===== config.mk =====
export PLATFORM = sky130hd
export DESIGN_NAME = random_map_writer
export DESIGN_NICKNAME = d
export VERILOG_FILES = /design/src/rtl/random_map_writer.sv
export SDC_FILE = /design/constraint.sdc
export NUM_CORES = 2
export LEC_CHECK = 0
export CAP_MARGIN = 20
export CORE_MARGIN = 8
export CORE_UTILIZATION = 50
export CTS_BUF_LIST = sky130_fd_sc_hd__clkbuf_16
export DETAILED_ROUTE_END_ITERATION = 7
export PLACE_DENSITY = 0.73
export SKIP_CTS_REPAIR_TIMING = 1
export SLEW_MARGIN = 30
export SYNTH_ARGS = -nofsm -noshare
export SYNTH_HDL_FRONTEND = slang
export SYNTH_SLANG_ARGS = --single-unit

===== constraint.sdc =====
create_clock -name clk -period 2.8 [get_ports clk]
set_clock_uncertainty 0.15 [all_clocks]
set_input_delay 0.56 -clock clk [delete_from_list [all_inputs] [get_ports clk]]
set_output_delay 0.56 -clock clk [all_outputs]
set_load 0.02 [all_outputs]

===== src/rtl/random_map_writer.sv =====
//-----------------------------------------------------------------------------
// random_map_writer
//
// Fills a CELLS_X x CELLS_Y occupancy map with pseudo-random bits from a
// 16-bit Fibonacci LFSR. The map is row-major (index = y*CELLS_X + x). One cell
// is written per clock while busy. A registered random-access read port lets
// the rest of the system query any cell at any time.
//
// Parameters
//   CELLS_X    grid width in cells  (default 32)
//   CELLS_Y    grid height in cells (default 24)
//
// Ports
//   clk        system clock, rising edge
//   rst        synchronous active-high reset
//   start      regenerate request, honoured only while idle
//   seed       LFSR seed, latched on an accepted start (0 maps to 16'hACE1)
//   density    occupancy threshold 0..16, larger values behave as 16
//   rd_x/rd_y  read-port cell coordinates
//   rd_occ     registered occupancy of cell (rd_x, rd_y), 0 when out of range
//   busy       high while the map is being written
//   done       one-cycle pulse after the last cell has been written
//   occ_count  number of occupied cells written by the last/current fill
//
// Build option
//   SAFE_SPAWN_EN  when defined, the 2x2 corner at (0,0) is always written
//                  empty and not counted; the LFSR still advances there.
//-----------------------------------------------------------------------------
`timescale 1ns/1ps

module random_map_writer #(
    parameter int CELLS_X = 32,
    parameter int CELLS_Y = 24
) (
    input  logic       clk,
    input  logic       rst,
    input  logic       start,
    input  logic [15:0] seed,
    input  logic [4:0] density,
    input  logic [4:0] rd_x,
    input  logic [4:0] rd_y,
    output logic       rd_occ,
    output logic       busy,
    output logic       done,
    output logic [9:0] occ_count
);

    localparam int          NCELLS       = CELLS_X * CELLS_Y;
    localparam int          IDX_W        = $clog2(NCELLS);
    localparam logic [15:0] LFSR_DEFAULT = 16'hACE1;

    typedef enum logic [1:0] {
        IDLE,
        FILL,
        DONE
    } state_t;

    state_t state;
    state_t state_next;

    logic [NCELLS-1:0] map;
    logic [IDX_W-1:0]  idx;
    logic [15:0]       lfsr;
    logic [15:0]       lfsr_next;
    logic [4:0]        density_q;

    logic              start_accept;
    logic              last_cell;
    logic              cell_bit;

    logic [IDX_W-1:0]  rd_lin;
    logic              rd_valid;

    assign start_accept = (state == IDLE) && start;
    assign last_cell    = (idx == IDX_W'(NCELLS - 1));

    // Taps 16,14,13,11 expressed as bit positions 15,13,12,10.
    assign lfsr_next = {lfsr[14:0], lfsr[15] ^ lfsr[13] ^ lfsr[12] ^ lfsr[10]};

`ifdef SAFE_SPAWN_EN
    // Column/row trackers that follow idx, so the spawn corner can be detected
    // without a divider for arbitrary CELLS_X.
    logic [IDX_W-1:0] col;
    logic [IDX_W-1:0] row;
    logic             in_spawn;

    always_ff @(posedge clk) begin
        if (rst) begin
            col <= '0;
            row <= '0;
        end else if (start_accept) begin
            col <= '0;
            row <= '0;
        end else if (state == FILL) begin
            if (col == IDX_W'(CELLS_X - 1)) begin
                col <= '0;
                row <= row + 1'b1;
            end else begin
                col <= col + 1'b1;
            end
        end
    end

    assign in_spawn = (col < IDX_W'(2)) && (row < IDX_W'(2));
    assign cell_bit = ({1'b0, lfsr[3:0]} < density_q) && !in_spawn;
`else
    assign cell_bit = ({1'b0, lfsr[3:0]} < density_q);
`endif

    //-------------------------------------------------------------------------
    // FSM: state register
    //-------------------------------------------------------------------------
    always_ff @(posedge clk) begin
        if (rst) begin
            state <= IDLE;
        end else begin
            state <= state_next;
        end
    end

    //-------------------------------------------------------------------------
    // FSM: next-state logic. A start seen outside IDLE is simply dropped.
    //-------------------------------------------------------------------------
    always_comb begin
        state_next = state;
        case (state)
            IDLE: if (start) state_next = FILL;
            FILL: if (last_cell) state_next = DONE;
            DONE: state_next = IDLE;
            default: state_next = IDLE;
        endcase
    end

    //-------------------------------------------------------------------------
    // FSM: outputs, decoded straight from the state.
    //-------------------------------------------------------------------------
    always_comb begin
        busy = 1'b0;
        done = 1'b0;
        case (state)
            FILL:    busy = 1'b1;
            DONE:    done = 1'b1;
            default: ;
        endcase
    end

    //-------------------------------------------------------------------------
    // Fill datapath. The density is clamped once at start so the per-cell
    // compare is a plain 5-bit less-than; 16 makes every nibble pass.
    //-------------------------------------------------------------------------
    always_ff @(posedge clk) begin
        if (rst) begin
            map       <= '0;
            idx       <= '0;
            lfsr      <= LFSR_DEFAULT;
            density_q <= '0;
            occ_count <= '0;
        end else if (start_accept) begin
            lfsr      <= (seed == 16'h0000) ? LFSR_DEFAULT : seed;
            density_q <= (density > 5'd16) ? 5'd16 : density;
            idx       <= '0;
            occ_count <= '0;
        end else if (state == FILL) begin
            map[idx]  <= cell_bit;
            occ_count <= occ_count + 10'(cell_bit);
            idx       <= idx + 1'b1;
            lfsr      <= lfsr_next;
        end
    end

    //-------------------------------------------------------------------------
    // Read port. Sampling map with a non-blocking register gives the
    // pre-write value for a cell being written on the same edge.
    //-------------------------------------------------------------------------
    assign rd_valid = (32'(rd_x) < CELLS_X) && (32'(rd_y) < CELLS_Y);
    assign rd_lin   = IDX_W'(rd_y) * IDX_W'(CELLS_X) + IDX_W'(rd_x);

    always_ff @(posedge clk) begin
        if (rst) begin
            rd_occ <= 1'b0;
        end else begin
            rd_occ <= rd_valid ? map[rd_lin] : 1'b0;
        end
    end

endmodule


After elaboration in Yosys (flattened, before gate mapping):

Cells that the tools add are included.

* flip-flop bits (word level): 812
* input bits: 34
* output and inout port bits: 13
* word-level logic and storage cells: 49

* add/subtract/negate cells: 3
* $lt $le $gt $ge: 6
* eq/ne operators: 5
* muxes and demuxes: 14
* bitwise logic cells: 5
* reductions and logical operators: 9

Operators with widths (number)
* 768-bit bitwise mux: 1
* 16-bit 2-to-1 mux: 3
* 10-bit by 11-bit < comparator with 1-bit output, second input constant: 2
* 16-bit logical NOT: 1
* 10-bit by 1-bit adder with 10-bit output: 1
* 10-bit by 1-bit adder with 10-bit output, second input constant: 1
* 10-bit by 5-bit adder with 10-bit output: 1
* 1-bit binary-select mux with 10-bit select: 1
* 1-bit demux with 10-bit select: 1
* 10-bit equality test, second input constant: 1
* 10-bit by 1-bit greater-or-equal comparator with 1-bit output, second input constant: 1
* 5-bit greater-than comparator, second input constant: 1
* 4-bit by 5-bit < comparator with 1-bit output: 1
* 5-bit < comparator, second input constant: 1
* 5-bit 2-to-1 mux: 1
* 1-bit 2-to-1 mux: 4
* 2-bit 2-to-1 mux: 2
* 2-bit != test, second input constant: 2
* 2-bit case mux with 2 select lines: 1
* 2-bit AND reduction: 2
* 2-bit OR reduction: 2
* 1-bit bitwise XOR: 3
* 2-bit by 1-bit equality test with 1-bit output, second input constant: 1
* 2-bit equality test, second input constant: 1
* 4 further kinds: 6

Logic depth before layout (Yosys ltp):

* depth after elaboration: 5
* gate-level depth with buffers: 14
* depth with buffers taken out: 12

Worst setup path after synthesis:

No wires, ideal clock.

* kind: input port to flip-flop
* start point: input rd_x[0]
* end point: register rd_occ
* library setup time: 126 ps
* data arrival time: 2554 ps
* data required time: 2524 ps
* setup slack: -31 ps
* cell stages on the path: 9
* cells stage by stage: buf_6 -> buf_12 -> buf_2 -> mux4_2 -> mux4_2 -> nand3_1 -> o21ai_0 -> o221ai_2 -> o211ai_2

* word-level cells in the longest chain between the ends: 3

Ends and longest elaborated chain
* from (decl): RTL line 40 `input logic [4:0] rd_x,`
* 10-bit by 5-bit adder with 10-bit output: RTL line 176 `assign rd_lin = IDX_W'(rd_y) * IDX_W'(CELLS_X) + IDX_W'(rd_x);`
* 1-bit binary-select mux with 10-bit select: RTL line 182 `rd_occ <= rd_valid ? map[rd_lin] : 1'b0;`
* 1-bit 2-to-1 mux (not written as such): RTL line 182
* to (signal assigned): RTL line 182
* to (decl): RTL line 42 `output logic rd_occ,`

No other way between the ends. The select of a mux whose other input is x is not followed.
A chain may end at the register's enable or synchronous reset.

Final worst setup path:

* start point: register density_q[1]
* end point: register map[303]

* word-level cells in the longest chain between the ends: 2

Ends and longest elaborated chain
* from (decl): RTL line 65 `logic [4:0] density_q;`
* from (signal assigned): RTL line 160 `density_q <= (density > 5'd16) ? 5'd16 : density;`
* 4-bit by 5-bit < comparator with 1-bit output: RTL line 107 `assign cell_bit = ({1'b0, lfsr[3:0]} < density_q);`
* 768-bit bitwise mux: RTL line 164 `map[idx] <= cell_bit;`
* to (signal, indexed assignment): RTL line 164
* to (decl): RTL line 61 `logic [NCELLS-1:0] map;`

No other way between the ends.

==> metrics.txt <==
met1 Use GR 0.3752; DRC errors left 0; Final #Nets 3510; Synth Instances roughly 3600; Clock Path Buffers 3; Max H-tree Level 3; DRT antenna net count 0; CP endpoint kind flip-flop; Worst-Skew Late Latency 0.63 ns; core area 72710 um2; Avg Cell Area, Syn around 10 um2; Ys Warns 0; Final Max Slew Viols 0; GRT overflow 0; layout cells sized above 1 0.1715; post-route insts no fill 4487; Setup crit start kind flip-flop; die area 82020 um2; die height 286.4 um; GP Congestion 0.8568; worst vdd ir around 0.00050 V; grt met2 use 0.3999; gr usage total 0.2666; max_slew headroom 0.3538; pwr/cell area 587.2 nW/um2; R2R Path Start density_q[1]$_SDFFE_PP0P_; CP required 3.18 ns; CTS tree built; Slew @ Worst Pin 0.9692 ns; Initial Util 0.5027; drt pass-1 iters 6; largest net degree at the start of global routing 238; EDFF count, synth 0; CP Class reg2reg; Inserted Clock Buffers 84; CTS clock-pin slew for the worst setup and hold paths 0.06 ns; final setup violation count 0; vias in the first global route 28200; Yosys cell types 60; Die Wd between 200 and 300 um; largest cells by area after synthesis dfxtp_1, a311oi_1, mux4_2; Initial DRC Count 4555; Area Overhead vs Synth 14.14%; IO Pins 47; GR peak layer met2; Post-Place Cells ~4300; root buf cell clkbuf_16; Critical Path Source density_q[1]$_SDFFE_PP0P_; post-synth top area cell dfxtp_1; fmax around 370 MHz; met3 Usage GRT 0.05172; first-pass GRT wire length 174800 um; most frequent cells in the layout dfxtp_1, a21oi_1, a311oi_1; max cap viols 0; unrepaired setup endpoints after global routing no; FF+latch area 16260 um2; Hold Startpoint rst; min Tclk post-route 2.693 ns; register area share after synthesis 0.4447; detailed-route via count 31230; Power Total 24.50 mW; Port Buf Inserts 46; Syn Nets about 3700; Final period util 0.9619; DPL Wire Length 66780 um; prevailing post-synth register cell dfxtp_1; Synth top area share 0.4447; Diodes inserted 0; multi-input logic area 18450 um2; area of the mapped netlist 36560 um2; Yosys reg bits 812; worst-path fanout max 83; Post-Route WL ~120000 um; Filler cells 5983; placed instance area around 39000 um2; post-route cell area 41720 um2; TritonCTS Sinks 812; antenna violations before repair 0; Hold Crit Class in2reg; FP Rows 99; Avg WL per Cell 25.64 um; status finished, final reports clean; vias per cell 6.960; Final Hold Fails 0; WP data arrival 3.07 ns; commonest non-fill, non-tap cell in the layout dfxtp_1; P_leak 12.36 nW; Async S/R FF share, synth 0
## sequential cells by signal (all words and copies together), names as in the netlist
register,count
map,768
lfsr,16
idx,10
rd_occ,1
occ_count,10
state,2
density_q,5
## kinds of logic (layout without fill, tap and decap cells)
family | Yosys count | after routing | synth area share
compound gates | 1593 | 1593 | 0.3024
flops | 812 | 812 | 0.4447
buf+inv | 539 | 429 | 0.06202
simple gates | 424 | 424 | 0.04984
mux | 242 | 242 | 0.1335
xor+xnor | 19 | 19 | 0.004552
fa+ha+maj | 9 | 9 | 0.003081
## per-layer routing
metal	vias to the layer above	routed length, um
met5	-	0
met4	0	5097
met3	321	12590
met2	1766	51370
met1	14950	45970
li1	14200	-
## layout make-up
class                   instances  share of cell area
clock buffers                  84             0.05038
well taps                     959             0.02876
inverters                       9           0.0008097
repair buffers                273             0.07806
multi-input cells            2287              0.4421
flip-flops and latches        812              0.3896
clock inverters                63             0.01029
## synth_stat cells, types with 4 or more instances
| master | n |
|---|---|
| a221oi_1 | 9 |
| nor3b_1 | 4 |
| clkbuf_1 | 473 |
| buf_1 | 9 |
| nor2_1 | 252 |
| xnor2_1 | 5 |
| a211oi_1 | 70 |
| inv_1 | 6 |
| mux4_2 | 192 |
| a22oi_1 | 31 |
| nand2_1 | 78 |
| nor4_1 | 8 |
| buf_2 | 24 |
| and2_1 | 4 |
| mux2i_1 | 43 |
| xor2_1 | 14 |
| a311oi_1 | 703 |
| a21oi_1 | 726 |
| ha_1 | 9 |
| o22ai_1 | 9 |
| nand3_1 | 22 |
| buf_4 | 6 |
| buf_8 | 8 |
| o211ai_1 | 4 |
| nand2b_1 | 9 |
| mux2_2 | 4 |
| buf_6 | 7 |
| nor3_1 | 7 |
| o21ai_0 | 13 |
| o221ai_1 | 12 |
| nor2b_1 | 8 |
| dfxtp_1 | 812 |
| nand4_1 | 9 |
## worst max-delay path: stages (launching register included)
cell and delay, ns:
dfxtp_1 0.35, inv_1 0.05, ha_1 0.26, a21o_1 0.16, a21o_1 0.17, a21oi_1 0.23, nor2_4 0.07, buf_12 0.16
buf_12 0.20, clkbuf_16 0.35, a311oi_1 0.34
## report_power, final
| group | internal [mW] | switching [mW] | leakage, nW |
|---|---|---|---|
| combinational | 0.615 | 1.67 | 4.50 |
| sequential | 11.6 | 0.0257 | 6.54 |
| clock | 5.90 | 4.71 | 1.32 |
| total | 18.1 | 6.40 | 12.4 |
## final timing paths
path	end	slack [ns]	cells after the start
setup / recovery	map[303]$_SDFFE_PP0P_	0.11	10
hold / removal	map[309]$_SDFFE_PP0P_	0.13	2
setup reg to reg	map[303]$_SDFFE_PP0P_	0.11	10
hold reg to reg	lfsr[9]$_SDFFE_PP0P_	0.31	2
## stage by stage
step	hold slack (ns)	utilization	setup WS, ns	TNS, ns
floorplan	0.2864	-	0.02581	0
global placement	0.2950	0.5382	-0.3012	-0.3012
detailed placement	0.2971	0.5382	-0.3060	-0.3060
CTS	0.1023	0.5730	0.09901	0
global route	0.1212	0.5738	0.06202	0
finish	0.1320	0.5738	0.1067	0
Note: power is estimated with default switching activity, not from simulation.
